==> src/rtl/kgp_alu_pkg.sv <==
// kgp_alu_pkg: ALU control codes, FSM state encoding and shift-op classifier shared by the KGP-RISC ALU.
package kgp_alu_pkg;
    localparam logic [3:0] ALU_ADD   = 4'b0000;
    localparam logic [3:0] ALU_COMP  = 4'b0001;
    localparam logic [3:0] ALU_AND   = 4'b0011;
    localparam logic [3:0] ALU_XOR   = 4'b0100;
    localparam logic [3:0] ALU_SHLL  = 4'b0101;
    localparam logic [3:0] ALU_SHRL  = 4'b0110;
    localparam logic [3:0] ALU_SHRA  = 4'b0111;
    localparam logic [3:0] ALU_NOP   = 4'b1011;
    localparam logic [3:0] ALU_SHLLV = 4'b1101;
    localparam logic [3:0] ALU_SHRLV = 4'b1110;
    localparam logic [3:0] ALU_SHRAV = 4'b1111;

    typedef enum logic [1:0] {
        S_IDLE  = 2'd0,
        S_SHIFT = 2'd1,
        S_RESP  = 2'd2
    } state_t;

    // Shift codes are x101, x110, x111: bit 2 set plus either low bit set.
    function automatic logic is_shift(input logic [3:0] c);
        return c[2] && (c[1] || c[0]);
    endfunction
endpackage

==> src/rtl/alu_shift_engine.sv <==
// alu_shift_engine: iterative 1-bit-per-cycle shifter.
//   clk/rst  clock, synchronous active-high reset
//   load     capture din, amt, right, arith (amt must be nonzero)
//   step     perform one 1-bit shift of the held value
//   nxt      held value shifted by one more bit (result of the next step)
//   last     the upcoming step is the final one
module alu_shift_engine #(
    parameter int DATA_W  = 32,
    parameter int SHAMT_W = 5
) (
    input  logic              clk,
    input  logic              rst,
    input  logic              load,
    input  logic              step,
    input  logic [DATA_W-1:0] din,
    input  logic [SHAMT_W-1:0] amt,
    input  logic              right,
    input  logic              arith,
    output logic [DATA_W-1:0] nxt,
    output logic              last
);
    logic [DATA_W-1:0]  val;
    logic [SHAMT_W-1:0] cnt;
    logic               r;
    logic               ar;

    assign nxt  = r ? {ar & val[DATA_W-1], val[DATA_W-1:1]} : {val[DATA_W-2:0], 1'b0};
    assign last = cnt == '0;

    // Counter runs amt-1 down to 0 so that 'last' marks the amt-th step.
    always_ff @(posedge clk) begin
        if (rst) begin
            val <= '0;
            cnt <= '0;
            r   <= 1'b0;
            ar  <= 1'b0;
        end else if (load) begin
            val <= din;
            cnt <= amt - 1'b1;
            r   <= right;
            ar  <= arith;
        end else if (step) begin
            val <= nxt;
            cnt <= cnt - 1'b1;
        end
    end
endmodule

==> src/rtl/kgp_alu_seq.sv <==
// kgp_alu_seq: execution-stage ALU with start/busy/done handshake and iterative shifter.
//   clk/rst   clock, synchronous active-high reset
//   start     request, accepted only while busy==0
//   alu_ctrl  4-bit operation code; a, b operands (b[SHAMT_W-1:0] is the shift amount)
//   busy      high from the accept edge through the done cycle
//   done      one-cycle pulse; result and flags valid from this cycle and held until next done
//   result, carry, zero, sign, illegal  registered result and flags
module kgp_alu_seq
    import kgp_alu_pkg::*;
#(
    parameter int DATA_W  = 32,
    parameter int SHAMT_W = $clog2(DATA_W)
) (
    input  logic              clk,
    input  logic              rst,
    input  logic              start,
    input  logic [3:0]        alu_ctrl,
    input  logic [DATA_W-1:0] a,
    input  logic [DATA_W-1:0] b,
    output logic              busy,
    output logic              done,
    output logic [DATA_W-1:0] result,
    output logic              carry,
    output logic              zero,
    output logic              sign,
    output logic              illegal
);
    state_t             state;
    logic               sh;
    logic               legal;
    logic               accept;
    logic               long_shift;
    logic               go;
    logic [SHAMT_W-1:0] amt;
    logic [DATA_W:0]    op;
    logic [DATA_W-1:0]  fin_res;
    logic               fin_c;
    logic               fin_ill;
    logic [DATA_W-1:0]  eng_nxt;
    logic               eng_last;

    assign sh         = is_shift(alu_ctrl);
    assign amt        = b[SHAMT_W-1:0];
    assign accept     = start && !busy;
    assign long_shift = sh && amt != '0;
    assign legal      = alu_ctrl inside {ALU_ADD, ALU_COMP, ALU_AND, ALU_XOR, ALU_SHLL, ALU_SHRL,
                                         ALU_SHRA, ALU_NOP, ALU_SHLLV, ALU_SHRLV, ALU_SHRAV};

    // Single-cycle ops carry their carry-out in op[DATA_W]; COMP's carry is set only for b==0.
    always_comb begin
        op = alu_ctrl == ALU_ADD  ? {1'b0, a} + {1'b0, b} :
             alu_ctrl == ALU_COMP ? {1'b0, ~b} + 1'b1 :
             alu_ctrl == ALU_AND  ? {1'b0, a & b} :
             alu_ctrl == ALU_XOR  ? {1'b0, a ^ b} : '0;
    end

    // A zero-amount shift completes directly with the unshifted operand.
    always_comb begin
        fin_res = state == S_SHIFT ? eng_nxt : sh ? a : op[DATA_W-1:0];
        fin_c   = state == S_SHIFT ? 1'b0 : op[DATA_W];
        fin_ill = state == S_IDLE && !legal;
    end

    assign go = (accept && !long_shift) || (state == S_SHIFT && eng_last);

    alu_shift_engine #(.DATA_W(DATA_W), .SHAMT_W(SHAMT_W)) u_shift (
        .clk   (clk),
        .rst   (rst),
        .load  (accept && long_shift),
        .step  (state == S_SHIFT),
        .din   (a),
        .amt   (amt),
        .right (alu_ctrl[1]),
        .arith (alu_ctrl[1] & alu_ctrl[0]),
        .nxt   (eng_nxt),
        .last  (eng_last)
    );

    // RESP is the done cycle itself; results are registered on the edge that enters it.
    always_ff @(posedge clk) begin
        if (rst) begin
            state   <= S_IDLE;
            busy    <= 1'b0;
            done    <= 1'b0;
            result  <= '0;
            carry   <= 1'b0;
            zero    <= 1'b0;
            sign    <= 1'b0;
            illegal <= 1'b0;
        end else if (state == S_RESP) begin
            state <= S_IDLE;
            busy  <= 1'b0;
            done  <= 1'b0;
        end else if (go) begin
            state   <= S_RESP;
            busy    <= 1'b1;
            done    <= 1'b1;
            result  <= fin_res;
            carry   <= fin_c;
            zero    <= fin_res == '0;
            sign    <= fin_res[DATA_W-1];
            illegal <= fin_ill;
        end else if (accept) begin
            state <= S_SHIFT;
            busy  <= 1'b1;
        end
    end
endmodule
==> config.mk <==
export PLATFORM = sky130hd
export DESIGN_NAME = kgp_alu_seq
export DESIGN_NICKNAME = d
export VERILOG_FILES = /design/src/rtl/kgp_alu_pkg.sv /design/src/rtl/alu_shift_engine.sv /design/src/rtl/kgp_alu_seq.sv
export SDC_FILE = /design/constraint.sdc
export NUM_CORES = 1
export LEC_CHECK = 0
export BUFFER_PORTS_ARGS = -buffer_cell sky130_fd_sc_hd__buf_4
export CAP_MARGIN = 20
export CORE_ASPECT_RATIO = 1.4
export CORE_MARGIN = 2
export CORE_UTILIZATION = 55
export CTS_BUF_LIST = sky130_fd_sc_hd__clkbuf_16
export DETAILED_ROUTE_END_ITERATION = 16
export PLACE_DENSITY = 0.83
export SLEW_MARGIN = 20
export SYNTH_ARGS = -nofsm -noshare
export SYNTH_HDL_FRONTEND = slang
export SYNTH_SLANG_ARGS = --single-unit
==> constraint.sdc <==
create_clock -name clk -period 4.95 [get_ports clk]
set_input_delay 0.99 -clock clk [delete_from_list [all_inputs] [get_ports clk]]
set_output_delay 0.99 -clock clk [all_outputs]
set_load 0.005 [all_outputs]
==> results of run 1 <==
stage by stage:
step	setup WS [ns]	utilization [%]	power, mW	instances	hold WS, ns
after floorplan	0.999	-	1.42	1131	0.433
final	0.566	64.6	2.48	1369	0.454
after global placement	0.431	62.5	1.76	1353	0.442
after CTS	0.718	64.6	2.44	1369	0.457
after global routing	0.467	64.6	2.58	1369	0.484
after detailed placement	0.480	62.5	1.77	1353	0.449
how the worst max path moves through the flow:
stage                      from  depth (start not counted)  slack, ns  endpoint
final                      a[0]                         13       0.57      zero
after global routing      a[20]                         12       0.47      zero
after CTS                  a[0]                         13       0.72      zero
after detailed placement   a[6]                         12       0.48      zero
after global placement     b[0]                         13       0.43      zero
after floorplan           a[20]                         12        1.0      zero
cells in the mapped netlist, types with 6 or more instances:
cell,count
o31ai_1,8
mux2_2,10
ha_1,35
mux2i_1,20
nand4_1,15
a211oi_1,22
nand3_1,22
or3_1,11
nand2_1,140
inv_1,16
nor3_1,48
nor2_1,107
nor4_1,14
nand2b_1,6
dfxtp_1,78
xor2_1,16
o21bai_1,9
a21oi_1,168
a21o_1,8
buf_1,15
a221oi_1,11
o21ai_1,6
buf_2,9
nor2b_1,17
o21ai_0,58
o221ai_1,15
a31oi_1,11
o211ai_1,27
xnor2_1,28
clkbuf_1,68
o21a_1,10
registers in the layout, summed over array words and instances, names as in the netlist:
register     flops
state            2
u_shift.cnt      5
busy             1
illegal          1
result          32
u_shift.val     32
u_shift.r        1
done             1
u_shift.ar       1
carry            1
zero             1
critical path: stages:
cell	delay (ns)
buf_4	0.13
ha_1	0.25
fa_1	0.44
a211oi_1	0.41
o21ai_1	0.25
a311oi_1	0.41
a21o_1	0.27
or4b_1	0.14
nand3_1	0.10
or3_1	0.41
nor4_1	0.40
nand4_1	0.17
o41ai_2	0.25
cell families after synthesis:
kind of cell	Yosys count
AOI/OAI and AO/OA	407
DFF	78
and+or+nand+nor	420
muxes	30
buffers and inverters	116
xor gates and xnor gates	44
adders and majority gates	36
power breakdown:
part	leakage [nW]	switching (mW)	total (mW)	internal (mW)
combinational	2.58	0.632	1.03	0.402
clock	0.140	0.289	0.682	0.393
sequential	0.638	0.0557	0.759	0.703
cell type report:
class                   instances  share of cell area (%)
multi-input cells             937                    64.9
flip-flops and latches         78                    17.3
repair buffers                135                    11.2
well taps                     185                    2.56
clock buffers                   9                    2.49
clock inverters                 7                   0.817
inverters                      18                   0.748
layer usage:
layer	share of wire, %	up-vias	GRT usage, %
met2	46	724	63.2
met3	12	131	6.58
met1	38	4240	50.7
met4	4.6	0	16.4
met5	0	-	0
li1	-	4290	-
==> results.yml, run 1 <==
logic_synthesis:
  synth_compound_area_share_pct: 33.4
  synthCells: 1131
  synth_largest_area_cell: "dfxtp_1"
  synth_fa_ha_area_share_pct: 5.82
  async_flop_share_pct: 0
  synth-seq-cells: 78
  ys_types: 92
  yosysTopAreaCellShare_pct: 19.8
  syn_area_per_cell_um2: 6.96
  synth_xor_area_share_pct: 4.90
  synth_mux_area_share_pct: 3.97
  ys_seq_area_share_pct: 19.8
  synth_nets: 1238
  synth.yosys.warnings: 0
  synth_top_family_by_area: "compound AO/OA/AOI/OAI gates"
  synth-edff-count: 0
  synth_ff_type: "dfxtp_1"
  syn_area_mm2: 0.00787
  yosys.area_share.simple_pct: 25.9
  synth_area_leaders: "dfxtp_1 (20%), a21oi_1 (11%), nand2_1 (6.7%), ha_1 (5.6%), nor2_1 (5.1%)"
critical_path:
  cp_max_fo: 5
  required_ns: 5.19
  reg2reg_from: "state[1]"
  crit_type: "input pin to register"
  reg2reg_depth: 9
  r2r_setup_slack_ns: 1.48
  critPathArrivalTime_ns: 4.62
  cp-end-kind: "register"
  crit_path_start_kind: "input pin"
  r2r_end: "zero"
route:
  drtPass1Iterations: 7
  wl_per_cell_um: 22.5
  drc: 0
  via_count: 9385
  drt_wl_total_um: 30800
  first_iter_violations: 1125
  postRouteAntennaNets: 0
  via_per_inst: 6.86
timing:
  timing.fmax_mhz: 228
  worst_pin_slew_ns: 0.985
  min_period_ns: 4.38
  setup_violations: 0
  drv_slew: 0
  skew_ns: 0.0136
  hold_violations: 0
  finalSetupTns_ns: 0
  timing.final.crit_share_pct: 88.6
  grt_setup_unrepaired: "no"
  max_slew_margin_pct: 33.5
die:
  core_region_area_mm2: 0.0140
  start_util_pct: 56.3
  num_rows: 51
  pin_count: 109
  die_w_um: 105
  die_area_mm2: 0.0153
  die_h_um: 146
grt:
  antenna_found_initial: 0
  grt_pass1_wl_um: 47300
  grt_max_degree: 80
  track_usage_pct: 38.9
  grt_overflow_total: 0
  first_global_vias: 8596
place:
  port_buffers: 108
  placed_cell_area_mm2: 0.00873
  dp_hpwl_um: 22500
  gp_congestion: 1.03
cells_and_area:
  drive_gt1_share_pct: 16.1
  fin_area_mm2: 0.00903
  multi_input_area_mm2: 0.00586
  mostFrequentLayoutCell: "a21oi_1"
  layout_common_cells: "a21oi_1 (168), nand2_1 (140), buf_4 (135)"
  syn2layout_area_growth_pct: 14.8
  antennaDiodeCount: 0
  fillers: 1284
  regArea_mm2: 0.00156
  final_nets: 1286
hold_path:
  hold_path_end: "result[14]"
  hold_path.class: "register to register"
  min-delay-start: "result[14]"
  worstHoldPathCells: 2
cts:
  cts_inserted_buffers: 9
  cts_tree: "built"
  clock_path_buffers: 2
  htree_levels: 3
  clk_pin_slew_ns: 0.07
  hold_buffers: 0
  cts_setup_buffers: 0
  cts-root-buf: "clkbuf_16"
  clk_latency_ns: 0.35
  numClockSinks: 78
  cts_resized: 0
power_and_ir_drop:
  vdd_drop_max_uv: 229
  p_leak_nw: 3.36
  power-per-cell-area_mw_per_mm2: 274
run:
  drv_cap: 0
status:
  run_status: "complete, no violations"
No activity file was read; power rests on OpenSTA's default activity.
==> run 2: changes to the inputs <==
--- a/config.mk
+++ b/config.mk
@@ -16,4 +16,6 @@
 export SLEW_MARGIN = 20
 export SYNTH_ARGS = -nofsm -noshare
 export SYNTH_HDL_FRONTEND = slang
+export SYNTH_HIERARCHICAL = 1
 export SYNTH_SLANG_ARGS = --single-unit
+export TNS_END_PERCENT = 5
==> results.yml, run 2 <==
timing:
  grt_setup_unrepaired: "no"
  worst_pin_slew_ns: 1.12
  timing.fmax_mhz: 228
  skew_ns: 0.0149
  max_slew_margin_pct: 25.0
  timing.final.crit_share_pct: 88.7
  finalSetupTns_ns: 0
  setup_violations: 0
  drv_slew: 0
  hold_violations: 0
  min_period_ns: 4.39
cells_and_area:
  syn2layout_area_growth_pct: 13.7
  layout_common_cells: "buf_4 (142), nor2_1 (126), a21oi_1 (102)"
  layout_top_registers: "result: 32 flops, u_shift/val: 32 flops, u_shift/cnt: 5 flops"
  final_nets: 1254
  drive_gt1_share_pct: 23.2
  antennaDiodeCount: 0
  mostFrequentLayoutCell: "buf_4"
  final_cell_count_no_fill: 1344
power_and_ir_drop:
  intPower_mw: 1.59
  switching_share_pct: 38.4
  vdd_drop_max_uv: 165
  power-per-cell-area_mw_per_mm2: 271
  comb_power_share_pct: 41.2
  p_sw_uw: 988
  clockPowerShare_pct: 28.8
  p_leak_nw: 3.84
  pwr-share-seq_pct: 30.0
die:
  die_area_mm2: 0.0162
  num_rows: 53
  start_util_pct: 55.9
  die_h_um: 150
  die_w_um: 108
  pin_count: 109
  core_region_area_mm2: 0.0149
grt:
  grt_pass1_wl_um: 46300
  met1_usage_pct: 44.0
  busiest_layer: "met2"
  use_met3_pct: 6.93
  grt_overflow_total: 0
  grt_max_degree: 63
  first_global_vias: 8742
  track_usage_pct: 36.4
  antenna_found_initial: 0
  grt_use_met2_pct: 59.8
critical_path:
  reg2reg_from: "state[1]"
  critPathArrivalTime_ns: 4.65
  r2r_end: "zero"
  cp_max_fo: 6
  required_ns: 5.21
  crit_type: "input pin to register"
  crit_path_start_kind: "input pin"
  cp-end-kind: "register"
  reg2reg_depth: 12
  r2r_setup_slack_ns: 1.24
logic_synthesis:
  synth_compound_area_share_pct: 30.6
  synth_fa_ha_area_share_pct: 5.49
  yosysTopAreaCellShare_pct: 18.7
  syn_area_mm2: 0.00834
  synth_ff_type: "dfxtp_1"
  yosys.area_share.simple_pct: 26.1
  synth-edff-count: 0
  synth.yosys.warnings: 6
  ys_top_cells_by_count: "nor2_1 (126), a21oi_1 (102), nand2_1 (94)"
  synthCells: 1091
  synth_xor_area_share_pct: 5.25
  synth_mux_area_share_pct: 6.84
  async_flop_share_pct: 0
  synth.most_common_cell: "nor2_1"
  synth_top_family_by_area: "compound AO/OA/AOI/OAI gates"
  synth_largest_area_cell: "dfxtp_1"
  synth_nets: 1198
  synth-seq-cells: 78
  ys_seq_area_share_pct: 18.7
  syn_area_per_cell_um2: 7.65
  synth_area_leaders: "dfxtp_1 (19%), a21oi_1 (6.1%), o41ai_2 (5.8%), nor2_1 (5.7%), ha_1 (5.2%)"
  ys_types: 87
cts:
  cts_resized: 0
  cts_setup_buffers: 0
  clock_path_buffers: 2
  numClockSinks: 78
  clk_latency_ns: 0.35
  htree_levels: 3
  cts_tree: "built"
  clk_pin_slew_ns: 0.07
  cts_inserted_buffers: 9
  hold_buffers: 0
  cts-root-buf: "clkbuf_16"
place:
  port_buffers: 108
  gp_congestion: 1.07
  place_inst: 1328
  dp_hpwl_um: 22000
hold_path:
  hold_path.class: "register to register"
  hold_path_end: "result[24]"
  min-delay-start: "result[24]"
  worstHoldPathCells: 2
route:
  via_per_inst: 6.82
  postRouteAntennaNets: 0
  drc: 0
  drt_wl_total_um: 29700
  first_iter_violations: 972
  wl_per_cell_um: 22.1
  via_count: 9164
  drtPass1Iterations: 6
status:
  run_status: "complete, no violations"
run:
  drv_cap: 0
## run 2: cell count changes after synthesis, moves of 11 or more
cell | before | now
a21o_1 | 8 | 22
a21oi_1 | 168 | 102
mux2_4 | 0 | 27
nand2_1 | 140 | 94
nand3b_1 | 2 | 31
nor2_1 | 107 | 126
nor2_2 | 0 | 20
nor2b_1 | 17 | 4
o211ai_1 | 27 | 6
o41ai_2 | 1 | 30
xor2_1 | 16 | 27
## run 2: layout make-up
type / count / area (um2)
clock inverters: 7 / 88.8
multi-input cells: 898 / 6220
clock buffers: 9 / 225
fillers: 1375 / 5440
inverters: 18 / 81.3
repair buffers: 142 / 1070
flip-flops and latches: 78 / 1560
well taps: 192 / 240
## run 2: critical path, stage by stage
cell and delay (ns):
buf_4 0.12, ha_1 0.23, fa_1 0.42, a21o_1 0.20, a221oi_2 0.21, buf_4 0.18
o221ai_1 0.18, a41oi_1 0.40, o21ai_0 0.16, xor2_1 0.16, a221oi_1 0.57, nand3_1 0.13
or4_1 0.51, o31ai_2 0.17
## run 2: worst max path at each step
stage / startpoint / to / slack (ns) / depth (start not counted)
5_1_grt: a[0] / zero / 0.31 / 15
2_1_floorplan: a[6] / zero / 0.65 / 13
4_1_cts: a[0] / zero / 0.60 / 15
3_3_place_gp: b[8] / zero / 0.30 / 13
6_report: a[0] / zero / 0.56 / 14
3_5_place_dp: a[8] / zero / 0.26 / 13
## run 2: logic make-up (layout without fill, tap and decap cells)
kind of cell    after synthesis  count (layout)
buf+inv                     115             176
fa+ha+maj                    36              36
simple gates                424             424
xor+xnor                     50              50
flops                        78              78
compound gates              345             345
mux                          43              43
## run 2: through the flow
stage | power, mW | util (%) | setup WS (ns) | hold WS (ns) | area [um2]
finish | 2.57 | 63.6 | 0.561 | 0.449 | 9490
detailed placement | 1.81 | 61.5 | 0.264 | 0.447 | 9170
global route | 2.69 | 63.6 | 0.311 | 0.467 | 9490
CTS | 2.54 | 63.6 | 0.602 | 0.455 | 9480
floorplan | 1.48 | - | 0.649 | 0.444 | 8340
global placement | 1.80 | 61.5 | 0.297 | 0.440 | 9170
## run 2: per-layer routing
metal	up-vias	wire length, um	share of wire, %
met5	-	0	0
met4	0	1910	6.4
met3	164	2940	9.9
met2	581	13800	46
met1	4245	11100	37
li1	4174	-	-
## run 2: power groups by stage
stage	sequential [mW]	combinational (mW)	clock, mW
final	0.773	1.06	0.742
after global routing	0.779	1.14	0.769
after floorplan	0.762	0.718	0
after detailed placement	0.784	1.03	0
after CTS	0.770	1.03	0.737
after global placement	0.782	1.01	0
